`src/rtl/seg_scan_ctrl.sv`:
```
// Four-digit multiplexed seven-segment scan controller with double-buffered value and blanking.
// Optional macro LEADING_ZERO_BLANK_EN keeps digits above the most-significant nonzero digit dark.
module seg_scan_ctrl #(
    parameter int DIV_CYCLES   = 100000,
    parameter int BLANK_CYCLES = 1000
) (
    input  logic        clk,
    input  logic        rst_n,
    input  logic        enable,
    input  logic        load,
    input  logic [15:0] data_in,
    output logic [3:0]  an,
    output logic [6:0]  seg,
    output logic [1:0]  digit_sel,
    output logic        pending,
    output logic        frame_done
);

    localparam int PW = $clog2(DIV_CYCLES);
    localparam logic [PW-1:0] P_LAST  = PW'(DIV_CYCLES - 1);
    localparam logic [PW-1:0] P_BLANK = PW'(BLANK_CYCLES);

    logic [PW-1:0] p_q, p_d;
    logic [1:0]    d_q, d_d;
    logic [15:0]   shadow_q, shadow_d;
    logic [15:0]   active_q, active_d;
    logic          pending_q, pending_d;
    logic [3:0]    an_q, an_d;
    logic [6:0]    seg_q, seg_d;
    logic          frame_done_q, frame_done_d;

    logic          terminal;
    logic          boundary;
    logic [3:0]    nib;
    logic          digit_on;

    function automatic logic [6:0] hex7(input logic [3:0] v);
        case (v)
            4'h0: hex7 = 7'b1000000;
            4'h1: hex7 = 7'b1111001;
            4'h2: hex7 = 7'b0100100;
            4'h3: hex7 = 7'b0110000;
            4'h4: hex7 = 7'b0011001;
            4'h5: hex7 = 7'b0010010;
            4'h6: hex7 = 7'b0000010;
            4'h7: hex7 = 7'b1111000;
            4'h8: hex7 = 7'b0000000;
            4'h9: hex7 = 7'b0010000;
            4'hA: hex7 = 7'b0001000;
            4'hB: hex7 = 7'b0000011;
            4'hC: hex7 = 7'b1000110;
            4'hD: hex7 = 7'b0100001;
            4'hE: hex7 = 7'b0000110;
            default: hex7 = 7'b0001110;
        endcase
    endfunction

    assign terminal = (p_q == P_LAST);
    assign boundary = enable && terminal && (d_q == 2'd3);
    assign nib      = active_q[{d_q, 2'b00} +: 4];

`ifdef LEADING_ZERO_BLANK_EN
    logic [1:0] msd;
    always_comb begin
        msd = 2'd0;
        if (active_q[7:4]   != 4'h0) msd = 2'd1;
        if (active_q[11:8]  != 4'h0) msd = 2'd2;
        if (active_q[15:12] != 4'h0) msd = 2'd3;
        digit_on = (d_q <= msd);
    end
`else
    assign digit_on = 1'b1;
`endif

    always_comb begin
        p_d          = p_q;
        d_d          = d_q;
        shadow_d     = shadow_q;
        active_d     = active_q;
        pending_d    = pending_q;
        an_d         = 4'hF;
        seg_d        = 7'h7F;
        frame_done_d = boundary;

        if (!enable) begin
            // Idle: loads bypass the shadow since nothing is on screen to tear.
            p_d = '0;
            d_d = 2'd0;
            if (load) begin
                shadow_d  = data_in;
                active_d  = data_in;
                pending_d = 1'b0;
            end
        end else begin
            p_d = terminal ? '0 : p_q + 1'b1;
            d_d = terminal ? d_q + 2'd1 : d_q;
            if (boundary) begin
                if (load) begin
                    shadow_d  = data_in;
                    active_d  = data_in;
                    pending_d = 1'b0;
                end else if (pending_q) begin
                    active_d  = shadow_q;
                    pending_d = 1'b0;
                end
            end else if (load) begin
                shadow_d  = data_in;
                pending_d = 1'b1;
            end
            seg_d = hex7(nib);
            if ((p_q >= P_BLANK) && digit_on) an_d = ~(4'b0001 << d_q);
        end
    end

    always_ff @(posedge clk or negedge rst_n) begin
        if (!rst_n) begin
            p_q          <= '0;
            d_q          <= 2'd0;
            shadow_q     <= 16'h0;
            active_q     <= 16'h0;
            pending_q    <= 1'b0;
            an_q         <= 4'hF;
            seg_q        <= 7'h7F;
            frame_done_q <= 1'b0;
        end else begin
            p_q          <= p_d;
            d_q          <= d_d;
            shadow_q     <= shadow_d;
            active_q     <= active_d;
            pending_q    <= pending_d;
            an_q         <= an_d;
            seg_q        <= seg_d;
            frame_done_q <= frame_done_d;
        end
    end

    assign an         = an_q;
    assign seg        = seg_q;
    assign digit_sel  = d_q;
    assign pending    = pending_q;
    assign frame_done = frame_done_q;

endmodule

```
`config.mk`:
```
export PLATFORM = sky130hd
export DESIGN_NAME = seg_scan_ctrl
export DESIGN_NICKNAME = d
export VERILOG_FILES = /design/src/rtl/seg_scan_ctrl.sv
export SDC_FILE = /design/constraint.sdc
export NUM_CORES = 1
export LEC_CHECK = 0
export BUFFER_PORTS_ARGS = -buffer_cell sky130_fd_sc_hd__buf_2
export CAP_MARGIN = 20
export CORE_ASPECT_RATIO = 0.75
export CORE_MARGIN = 3
export CORE_UTILIZATION = 63
export DETAILED_ROUTE_END_ITERATION = 7
export PLACE_DENSITY = 0.95
export SETUP_SLACK_MARGIN = 0.4
export SLEW_MARGIN = 20
export SYNTH_ARGS = -nofsm -noshare
export SYNTH_HDL_FRONTEND = slang
export SYNTH_SLANG_ARGS = --single-unit
```
`constraint.sdc`:
```
create_clock -name clk -period 4.1 [get_ports clk]
set_clock_uncertainty 0.1 [all_clocks]
set_input_delay 1.23 -clock clk [delete_from_list [all_inputs] [get_ports clk]]
set_output_delay 1.23 -clock clk [all_outputs]
set_load 0.05 [all_outputs]
```
Word level (Yosys, flattened, before mapping)
Memory sizes are Yosys's and may differ from the RTL's.
Cells that the tools add are included.
- input port bits: 20
- output and inout port bits: 15
- bits in read-only memories: 112
- memories: 1
- bits in registers: 64
- word-level logic and storage cells: 42
- mux-type cells: 16
- magnitude comparators: 1
- equality and inequality tests: 5
- $add $sub $neg: 2
- shift operators: 2
- bitwise operators: 1
- reductions and logical operators: 6
- memories (memory ; words ; width ; rd ports ; clocked after memory_dff ; write ports ; RTL line ; RTL):
    (no name shown) ; 16 ; 7 ; 1 ; 0 ; 0 ; 38 ; case (v)
- operators by type and width (cell ; count):
    $mux 16 ; 5
    $mux 17 ; 2
    $add 17x1->17 const B ; 1
    $eq 17x17->1 const B ; 1
    $ge 17x10->1 const B ; 1
    $shiftx 16x5->4 ; 1
    $mux 4 ; 2
    $mux 7 ; 1
    $mux 1 ; 4
    $mux 2 ; 2
    $ne 2x1->1 const B ; 2
    $not 4->4 ; 1
    $reduce_bool 2->1 ; 2
    $shl 1x2->4 const A ; 1
    $ne 3x3->1 const B ; 1
    $reduce_and 3->1 ; 1
    $add 2x1->2 const B ; 1
    $eq 2x2->1 const B ; 1
    $logic_and 1x1->1 ; 2
    $reduce_and 2->1 ; 1

Depth between registers and ports, before layout
Gate-level depths: netlist of run 1.
- word-level depth: 5
- gate-level depth with buffers: 8
- depth with buffers taken out: 7

Worst setup path before layout of run 1
Ideal clock, no wire load.
- path type: input-to-reg
- start point: input load
- end point: register shadow_q[10]
- path buffers: 2
- required time: 3.875 ns
- setup time: 0.125 ns
- cell stages on the path: 3
- data arrival time: 2.250 ns
- setup slack: 1.625 ns
- cells stage by stage: buf_1 > clkbuf_1 > mux2_2
- RTL lines (what ; RTL line ; RTL):
    start: declaration ; 10 ; input logic load,
    end signal: assignment ; 128 ; shadow_q <= shadow_d;
    end: declaration ; 25 ; logic [15:0] shadow_q, shadow_d;
No word-level cell between the ends.

Worst setup path after layout of run 1
- start point: register p_q[0]
- end point: register active_q[3]
- word-level cells in the longest chain between the ends: 5
- elaborated cells on any way between the ends: 6
- RTL lines (what ; RTL line ; RTL):
    start: declaration ; 23 ; logic [PW-1:0] p_q, p_d;
    start signal: assignment ; 126 ; p_q <= p_d;
    $eq 17x17->1 * ; 58 ; assign terminal = (p_q == P_LAST);
    $logic_and 1x1->1 * (2 in a row) ; 59 ; assign boundary = enable && terminal && (d_q == 2'd3);
    $ne 3x3->1 (no line) / $ne 2x1->1 (equally long branches) ; -- ;
    $reduce_and 3->1 (no line) * ; -- ;
    end signal: assignment ; 129 ; active_q <= active_d;
    end: declaration ; 26 ; logic [15:0] active_q, active_d;
Mark *: on every way between the ends. The rest lies on a longest branch, timed or not.
A chain may end at the register's enable or synchronous reset.

==> metrics.yaml, run 1 <==
dr.pass1.iters: 4
fin_area_sq_um: 3557
die_w_um: 88.22
pin_count: 35
fin_nets: 338
routedWlPerCell_um: 18.29
drtAntennaViolNets: 0
synth.distinct_cells: 47
drc_errors: 0
power_density_nw_per_um2: 394.2
post_cts_resized: 0
finalSetupViolations: 0
cts_buffer_depth: 2
syn_inst: 272
grt.met1_usage_pct: 34.15
grt_pass1_vias: 2194
cts_tree: "built"
slowest_stage: "and4_1"
post_cts_buffers: 0
coreArea_sq_um: 4677
period_minus_slack_ns: 2.705
grt_pass1_wl_mm: 11.06
setup_tns_ns: 0
syn-cell-area_sq_um: 3194
diodes: 0
vias_per_cell: 6.318
synth_largest_area_cell: "dfrtp_1"
grt_use_met2_pct: 36.10
multi_input_area_sq_um: 1485
period_share_pct: 65.98
synth_seq_area_share_pct: 50.57
min_path_type: "reg2reg"
maxCapViolations: 0
hpwlAfterDp_mm: 4.431
vdd_ir_drop_max_v: 0.0002520
synth_common_cells: "dfrtp_1, nor2_1, mux2_2, nand2_1, nand3b_1"
drive_gt1_share_pct: 32.48
yosys_warnings: 0
start_util_pct: 68.30
grt_max_degree: 41
drt_wl_total_mm: 6.731
gr-total-overflow: 0
crit_buf_inv: 0
synthArstFlopShare_pct: 100.0
p_leak_nw: 1.526
syn_nets: 304
tightest_slew_ns: 0.7748
root_buffer: "clkbuf_8"
clk_pin_slew_ns: 0.07
cts_hold_repair.buffers: 0
rsz0062_at_grt: "no"
clock_latency_ns: 0.34
antenna_found_initial: 0
dieArea_sq_um: 5969
die_height_um: 67.67
crit_arrival_ns: 2.83
crit_path_max_incr_delay_ns: 0.47
cp-start-kind: "register"
io_buffers: 34
synth_most_common_cell: "dfrtp_1"
endpoint_kind: "register"
hold_viol_final: 0
cts.sinks: 64
critical_path.top_delay_family: "simple AND/OR/NAND/NOR gates"
criticalPathCategory: "reg2reg"
fmax_ghz: 0.3696
status: "finished, final reports clean"
synth_edf_count: 0
relSlewSlack_pct: 48.35
syn2layout_area_growth_pct: 11.36
synthTopCellsByArea: "dfrtp_1, dfstp_2, mux2_2"
synth.avg_cell_area_sq_um: 11.74
critPathRequiredTime_ns: 4.23
busiest_layer: "met2"
use_met3_pct: 9.268
fill_cells: 303
numCtsBuffers: 9
synth_ff_type: "dfrtp_1"
dr_total_vias: 2325
htree_levels: 3
place.gp.congestion: 0.8402
ys_ff_latch: 64
place_area_sq_um: 3387
maxSlewViolCount: 0
crit_chain: "ha_1, and4_1, nand4_4, nor2_1, nand3_1, o221a_2"
path_max_fanout: 15
drt_iter0_drc: 245
yosysTopAreaCellShare_pct: 41.52
rows: 21
final-seq-area_sq_um: 1615
grtUsageTotal_pct: 25.40
logic make-up (layout without fill, tap and decap cells):
group                      after synthesis  count (layout)  share of synthesized area (%)
DFF                                     64              64                          50.57
adders and majority gates               12              12                          4.700
xor gates and xnor gates                16              16                          4.387
buffers and inverters                   22              61                          3.055
AOI/OAI and AO/OA                       44              44                          11.20
and+or+nand+nor                         90              90                          16.33
muxes                                   24              24                          9.753
cells in the final DEF (no fill, tap or decap), types with 2 or more instances in the layout:
master / netlist / routed
nand2_1: 17 / 17
nor2_1: 24 / 24
o211ai_1: 2 / 2
nand3_1: 7 / 7
and3_1: 4 / 4
a21oi_1: 5 / 5
o221a_2: 14 / 14
xor2_1: 11 / 11
and4_1: 3 / 3
inv_1: 9 / 9
nor2b_1: 4 / 4
mux2_2: 17 / 17
buf_4: 1 / 2
clkbuf_1: 5 / 3
o21ai_0: 10 / 10
xnor2_1: 5 / 5
mux2i_1: 3 / 3
nand4_1: 5 / 5
buf_2: 3 / 34
clkinv_2: 0 / 2
dfrtp_1: 53 / 53
mux4_2: 4 / 4
nand3b_1: 16 / 16
ha_1: 12 / 12
clkbuf_8: 0 / 10
a211oi_1: 3 / 3
dfstp_2: 11 / 11
report_power, final:
part           switching (mW)  internal [mW]  total (mW)
registers              0.0328          0.688       0.721
logic                   0.131         0.0862       0.217
clock network           0.230          0.234       0.465
total                   0.394           1.01        1.40
worst paths after layout:
check	depth (start not counted)	from	to	slack, ns
worst max-delay path	6	p_q[0]$_DFF_PN0_	active_q[3]$_DFFE_PN0P_	1.39
worst min-delay path	1	shadow_q[6]$_DFFE_PN0P_	shadow_q[6]$_DFFE_PN0P_	0.42
worst max register to register	6	p_q[0]$_DFF_PN0_	active_q[3]$_DFFE_PN0P_	1.39
worst min register to register	1	shadow_q[6]$_DFFE_PN0P_	shadow_q[6]$_DFFE_PN0P_	0.42
max in group asynchronous	2	rst_n	shadow_q[3]$_DFFE_PN0P_	2.36
min in group asynchronous	1	rst_n	digit_sel[0]$_DFFE_PN0P_	0.81
flip-flops by register name, summed over array words and instances (netlist names):
register and flops:
p_q 17, pending 1, shadow_q 16, an 4, digit_sel 2, active_q 16
frame_done 1, seg 7
metal layers:
| layer | up-vias | wire length [um] |
|---|---|---|
| met3 | 24 | 511 |
| li1 | 1056 | - |
| met2 | 104 | 3106 |
| met5 | - | 0 |
| met1 | 1141 | 2887 |
| met4 | 0 | 226 |
worst reg2reg max path, stage by stage, from the launching register on:
cell and delay [ns]:
dfrtp_1 0.42, ha_1 0.22, and4_1 0.47, nand4_4 0.27, nor2_1 0.20, nand3_1 0.44
o221a_2 0.47
through the flow:
step / utilization (%) / power [mW] / instances / setup WS, ns / hold WS, ns
floorplan: - / 0.8809 / 272 / 1.625 / 0.3674
global route: 76.06 / 1.467 / 368 / 1.165 / 0.4311
finish: 76.06 / 1.402 / 368 / 1.395 / 0.4185
detailed placement: 72.42 / 0.9446 / 352 / 1.144 / 0.4022
CTS: 75.98 / 1.410 / 368 / 1.298 / 0.4173
global placement: 72.42 / 0.9315 / 352 / 1.244 / 0.3796
layout make-up:
class                      instances  share of cell area (%)
timing repair buffer              36                   5.206
clock inverter                     3                  0.4924
multi-input combinational        186                   41.75
inverter                           9                  0.9497
clock buffer                      13                   4.186
sequential                        64                   45.41
tap                               57                   2.005
Note: power is estimated with default switching activity, not from simulation.
==> run 2: changes to the inputs <==
--- a/config.mk
+++ b/config.mk
@@ -9,9 +9,9 @@
 export CAP_MARGIN = 20
 export CORE_ASPECT_RATIO = 0.75
 export CORE_MARGIN = 3
-export CORE_UTILIZATION = 63
+export CORE_UTILIZATION = 53
 export DETAILED_ROUTE_END_ITERATION = 7
-export PLACE_DENSITY = 0.95
+export PLACE_DENSITY = 0.87
 export SETUP_SLACK_MARGIN = 0.4
 export SLEW_MARGIN = 20
 export SYNTH_ARGS = -nofsm -noshare
==> constraint.sdc (replaced) <==
create_clock -name clk -period 2.3 [get_ports clk]
set_clock_uncertainty 0.1 [all_clocks]
set_input_delay 0.69 -clock clk [delete_from_list [all_inputs] [get_ports clk]]
set_output_delay 0.69 -clock clk [all_outputs]
set_load 0.05 [all_outputs]
==> metrics.yaml, run 2 (synthesis gave the netlist of run 1 again) <==
status: "finished, final reports clean"
grt_pass1_wl_mm: 12.68  # +15%
vias_per_cell: 6.224  # -1.5%
period_minus_slack_ns: 2.018  # -0.6878 ns
maxCapViolations: 0  # unchanged
min_path_type: "in2async"
place.gp.congestion: 0.8802  # +4.8%
p_leak_nw: 1.747  # +14%
drc_errors: 0  # unchanged
dr_total_vias: 2583  # +11%
largest_reg_flops: 17  # unchanged
relSlewSlack_pct: 63.63  # +15 points
cts_tree: "built"
stdcell_count: 415  # +13%
rsz0062_at_grt: "yes"
endpoint_kind: "register"
final_cell_mix: "dfrtp_1, buf_4, nor2_1"
hold_viol_final: 0  # unchanged
coreArea_sq_um: 5583  # +19%
htree_levels: 3  # unchanged
crit_arrival_ns: 2.16  # -0.67 ns
holdWs_ns: 0.1396  # -0.2789 ns
drt_wl_total_mm: 8.644  # +28%
antenna_found_initial: 0  # unchanged
drive_gt1_share_pct: 43.82  # +11 points
fin_nets: 367  # +8.6%
cts.sinks: 64  # unchanged
drt_iter0_drc: 248  # +1.2%
criticalPathCategory: "reg2reg"
tightest_slew_ns: 0.5444  # -0.2304 ns
largest_register: "p_q"
routedWlPerCell_um: 20.83  # +14%
grt_max_degree: 50  # +22%
critPathLaunch: "p_q[12]$_DFF_PN0_"
power_density_nw_per_um2: 698.3  # +77%
rows: 23  # +9.5%
period_share_pct: 87.72  # +22 points
start_util_pct: 57.22  # -11 points
rrSetupSlack_ns: 0.28  # -1.11 ns
fmax_ghz: 0.4957  # +34%
clock_latency_ns: 0.35  # about the same
pin_count: 35  # unchanged
ff2ff_path_depth: 6  # unchanged
dr.pass1.iters: 5  # +1
cts_buffer_depth: 2  # unchanged
setup_tns_ns: 0  # unchanged
path_max_fanout: 8  # -7
r2r-start: "p_q[12]$_DFF_PN0_"
cts_hold_repair.buffers: 0  # unchanged
drtAntennaViolNets: 0  # unchanged
diodes: 0  # unchanged
finalSetupViolations: 0  # unchanged
endpoint: "active_q[1]$_DFFE_PN0P_"
vdd_ir_drop_max_v: 0.0004469  # +77%
gr-total-overflow: 0  # unchanged
grt_pass1_vias: 2424  # +10%
grtUsageTotal_pct: 24.94  # -0.46 points
cp-start-kind: "register"
largestRegisters: "p_q: 17 flops, active_q: 16 flops, shadow_q: 16 flops"
numCtsBuffers: 9  # unchanged
maxSlewViolCount: 0  # unchanged
dieArea_sq_um: 7004  # +17%
critPathRequiredTime_ns: 2.44  # -1.79 ns
die_w_um: 95.65  # +8.4%
die_height_um: 73.23  # +8.2%
timing.rr.end: "active_q[1]$_DFFE_PN0P_"
clk_pin_slew_ns: 0.07  # about the same
io_buffers: 34  # unchanged
root_buffer: "clkbuf_8"
hpwlAfterDp_mm: 4.549  # +2.7%
utilization_pct: 75.10  # -0.96 points
final_common_cell: "dfrtp_1"
dp_cells: 376  # +6.8%
syn2layout_area_growth_pct: 31.26
==> run 2: cell types whose count changed in the layout (fill, tap and decap cells not counted), moves of 5 or more <==
cell	change
dfrtp_1	-5
dfrtp_2	+5
o221a_2	-12
ha_1	-6
buf_4	+31
buf_2	-13
o221a_4	+12
==> run 2: critical path: stages, from the launching register on <==
cell and delay, ns:
dfrtp_2 0.44, nor4_4 0.37, nand4_4 0.13, buf_6 0.16, nor2_4 0.16, nand3_4 0.20, o221a_2 0.34
==> run 2: final cells by class <==
| type | count | area, sq um |
|---|---|---|
| clock buffers | 13 | 158.9 |
| clock inverters | 3 | 65.06 |
| fillers | 332 | 1390 |
| inverters | 9 | 38.79 |
| multi-input cells | 189 | 1734 |
| flip-flops and latches | 64 | 1622 |
| well taps | 75 | 93.84 |
| repair buffers | 62 | 480.5 |
==> run 2: report_power, final <==
part / total, mW / internal (mW) / switching, mW
sequential: 1.31 / 1.23 / 0.0853
combinational: 0.515 / 0.238 / 0.276
clock: 1.10 / 0.669 / 0.433
==> run 2: worst min path at each step <==
| stage | endpoint | depth (start not counted) |
|---|---|---|
| 6_report | p_q[14]$_DFF_PN0_ | 1 |
| 5_1_grt | p_q[10]$_DFF_PN0_ | 1 |
| 4_1_cts | p_q[10]$_DFF_PN0_ | 1 |
| 3_5_place_dp | shadow_q[14]$_DFFE_PN0P_ | 1 |
| 3_3_place_gp | shadow_q[15]$_DFFE_PN0P_ | 1 |
| 2_1_floorplan | active_q[0]$_DFFE_PN0P_ | 0 |
==> run 2: what timing repair did <==
action	4_1_cts	5_1_grt
gates cloned	2	2
pin swaps	4	5
endpoints found under the setup margin	38	27
resized for setup	34	12
buffers inserted	15	4
==> run 2: through the flow <==
stage / worst slack (ns) / area (sq um) / power (mW)
2_1_floorplan: 0.1850 / 3327 / 1.607
3_3_place_gp: 0.1452 / 3585 / 1.710
3_5_place_dp: 0.009456 / 3585 / 1.728
4_1_cts: 0.3284 / 4075 / 2.870
5_1_grt: 0.2243 / 4193 / 3.038
6_report: 0.2825 / 4193 / 2.928
==> run 2: metal layers <==
metal / global-route usage (%) / up-vias / part of all wire [%]
li1: - / 1128 / -
met1: 31.96 / 1260 / 40
met2: 38.52 / 159 / 46
met3: 8.247 / 36 / 9.9
met4: 11.51 / 0 / 4.0
met5: 0 / - / 0
==> run 3: changes to the inputs <==
--- a/config.mk
+++ b/config.mk
@@ -12,7 +12,7 @@
 export CORE_UTILIZATION = 53
 export DETAILED_ROUTE_END_ITERATION = 7
 export PLACE_DENSITY = 0.87
-export SETUP_SLACK_MARGIN = 0.4
+export SETUP_SLACK_MARGIN = 0.02
 export SLEW_MARGIN = 20
 export SYNTH_ARGS = -nofsm -noshare
 export SYNTH_HDL_FRONTEND = slang
==> metrics.yaml, run 3 (synthesis gave the netlist of run 1 again) <==
cp-start-kind: "register"
clk_pin_slew_ns: 0.07  # about the same
htree_levels: 3  # unchanged
holdWs_ns: 0.2544  # +0.1148 ns
crit_buf_inv: 0  # -1
endpoint_kind: "register"
cts_tree: "built"
stdcell_count: 390  # -6.0%
crit_arrival_ns: 2.38  # +0.22 ns
place_area_sq_um: 3453  # -3.7%
p_int_mw: 1.876  # -12%
tightest_slew_ns: 0.5030  # -0.04146 ns
multi_input_area_sq_um: 1481  # -15%
finalSetupViolations: 0  # unchanged
final-seq-area_sq_um: 1617  # -0.31%
fill_cells: 410  # +23%
busiest_layer: "met2"
coreArea_sq_um: 5583  # unchanged
final_common_cell: "dfrtp_1"
relSlewSlack_pct: 66.16  # +2.5 points
crit_path_max_incr_delay_ns: 0.41  # -0.03 ns
grt_pass1_wl_mm: 10.65  # -16%
largestRegisters: "p_q: 17 flops, active_q: 16 flops, shadow_q: 16 flops"
critPathRequiredTime_ns: 2.48  # +0.04 ns
final_cell_mix: "dfrtp_1, buf_2, nor2_1"
post_cts_buffers: 0  # -15
p_sw_share_pct: 27.65  # +0.50 points
period_minus_slack_ns: 2.197  # +0.1791 ns
drt_iter0_drc: 159  # -36%
rsz0062_at_grt: "no"
numCtsBuffers: 9  # unchanged
p_leak_nw: 1.554  # -11%
fin_area_sq_um: 3641  # -13%
min_path_type: "in2async"
fmax_ghz: 0.4552  # -8.2%
largest_reg_flops: 17  # unchanged
grt_pass1_vias: 2150  # -11%
hold_viol_final: 0  # unchanged
p_seq_share_pct: 49.4  # +4.6 points
hpwlAfterDp_mm: 4.354  # -4.3%
p_sw_mw: 0.7168  # -9.8%
post_cts_resized: 0  # -100%
grtUsageTotal_pct: 20.26  # -4.7 points
antenna_found_initial: 0  # unchanged
cts_hold_repair.buffers: 0  # unchanged
use_met3_pct: 7.216  # -1.0 points
drive_gt1_share_pct: 33.97  # -9.9 points
pin_count: 35  # unchanged
fin_nets: 342  # -6.8%
syn2layout_area_growth_pct: 13.98
clock_latency_ns: 0.35  # about the same
vias_per_cell: 5.800  # -6.8%
grt_use_met2_pct: 30.66  # -7.9 points
status: "finished, final reports clean"
grt_max_degree: 65  # +30%
gr-total-overflow: 0  # unchanged
p_comb_share_pct: 14.8  # -2.8 points
largest_register: "p_q"
drtAntennaViolNets: 0  # unchanged
drt_wl_total_mm: 6.381  # -26%
start_util_pct: 57.22  # unchanged
dp_cells: 374  # -0.53%
pwr-share-clk_pct: 35.8  # -1.8 points
dr_total_vias: 2262  # -12%
cts_buffer_depth: 2  # unchanged
cts.sinks: 64  # unchanged
grt.met1_usage_pct: 27.56  # -4.4 points
maxCapViolations: 0  # unchanged
period_share_pct: 95.51  # +7.8 points
die_height_um: 73.23  # unchanged
setup_tns_ns: 0  # unchanged
vdd_ir_drop_max_v: 0.0003896  # -13%
diodes: 0  # unchanged
dr.pass1.iters: 4  # -1
root_buffer: "clkbuf_8"
io_buffers: 34  # unchanged
place.gp.congestion: 0.8118  # -7.8%
dieArea_sq_um: 7004  # unchanged
path_max_fanout: 14  # +6
drc_errors: 0  # unchanged
maxSlewViolCount: 0  # unchanged
rows: 23  # unchanged
crit_chain: "ha_1, and4_1, nand4_4, or2_4, a21oi_4, o221a_2"
power_density_nw_per_um2: 712.1  # +2.0%
criticalPathCategory: "reg2reg"
critical_path.top_delay_family: "simple AND/OR/NAND/NOR gates"
die_w_um: 95.65  # unchanged
slowest_stage: "dfrtp_1"
routedWlPerCell_um: 16.36  # -21%
## run 3: power groups by stage
stage | combinational, mW | clock, mW | sequential, mW
after floorplan | 0.218 | 0 | 1.35
after global placement | 0.374 | 0 | 1.29
after detailed placement | 0.385 | 0 | 1.30
after CTS | 0.387 | 0.946 | 1.28
after global routing | 0.425 | 0.999 | 1.29
final | 0.384 | 0.929 | 1.28
## run 3: through the flow
| step | setup slack, ns | utilization, % | power, mW |
|---|---|---|---|
| after floorplan | 0.06019 | - | 1.570 |
| after global placement | 0.2311 | 61.86 | 1.667 |
| after detailed placement | 0.1264 | 61.86 | 1.684 |
| after CTS | 0.1139 | 65.22 | 2.612 |
| after global routing | 0.02366 | 65.22 | 2.712 |
| final | 0.1034 | 65.22 | 2.593 |
## run 3: per-layer routing
layer,part of all wire (%),up-vias
li1,-,1062
met1,46,1123
met2,46,69
met3,6.4,8
met4,1.2,0
met5,0,-
## run 3: area by class of cell
type	instances	share of cell area [%]
Tap cell	75	2.577
Multi-Input combinational cell	186	40.69
Clock buffer	10	3.505
Clock inverter	6	1.649
Sequential cell	64	44.40
Inverter	9	0.9278
Timing Repair Buffer	40	6.254
## run 3: worst reg2reg max path, delay by kind of cell, from the launching register on
family / cells / cell delay (ns)
AND/OR/NAND/NOR: 3 / 0.74
AO/OA/AOI/OAI: 2 / 0.66
flip-flops: 1 / 0.41
adder cells (fa/ha/maj): 1 / 0.22
## run 3: final timing paths
kind | start | slack, ns | cells past startpoint | endpoint
max | p_q[0]$_DFF_PN0_ | 0.10 | 6 | active_q[9]$_DFFE_PN0P_
min | rst_n | 0.25 | 2 | p_q[13]$_DFF_PN0_
max reg2reg | p_q[0]$_DFF_PN0_ | 0.10 | 6 | active_q[9]$_DFFE_PN0P_
min reg2reg | shadow_q[15]$_DFFE_PN0P_ | 0.40 | 1 | shadow_q[15]$_DFFE_PN0P_
max in group asynchronous | rst_n | 1.55 | 2 | seg[4]$_DFF_PN1_
min in group clk | shadow_q[15]$_DFFE_PN0P_ | 0.40 | 1 | shadow_q[15]$_DFFE_PN0P_
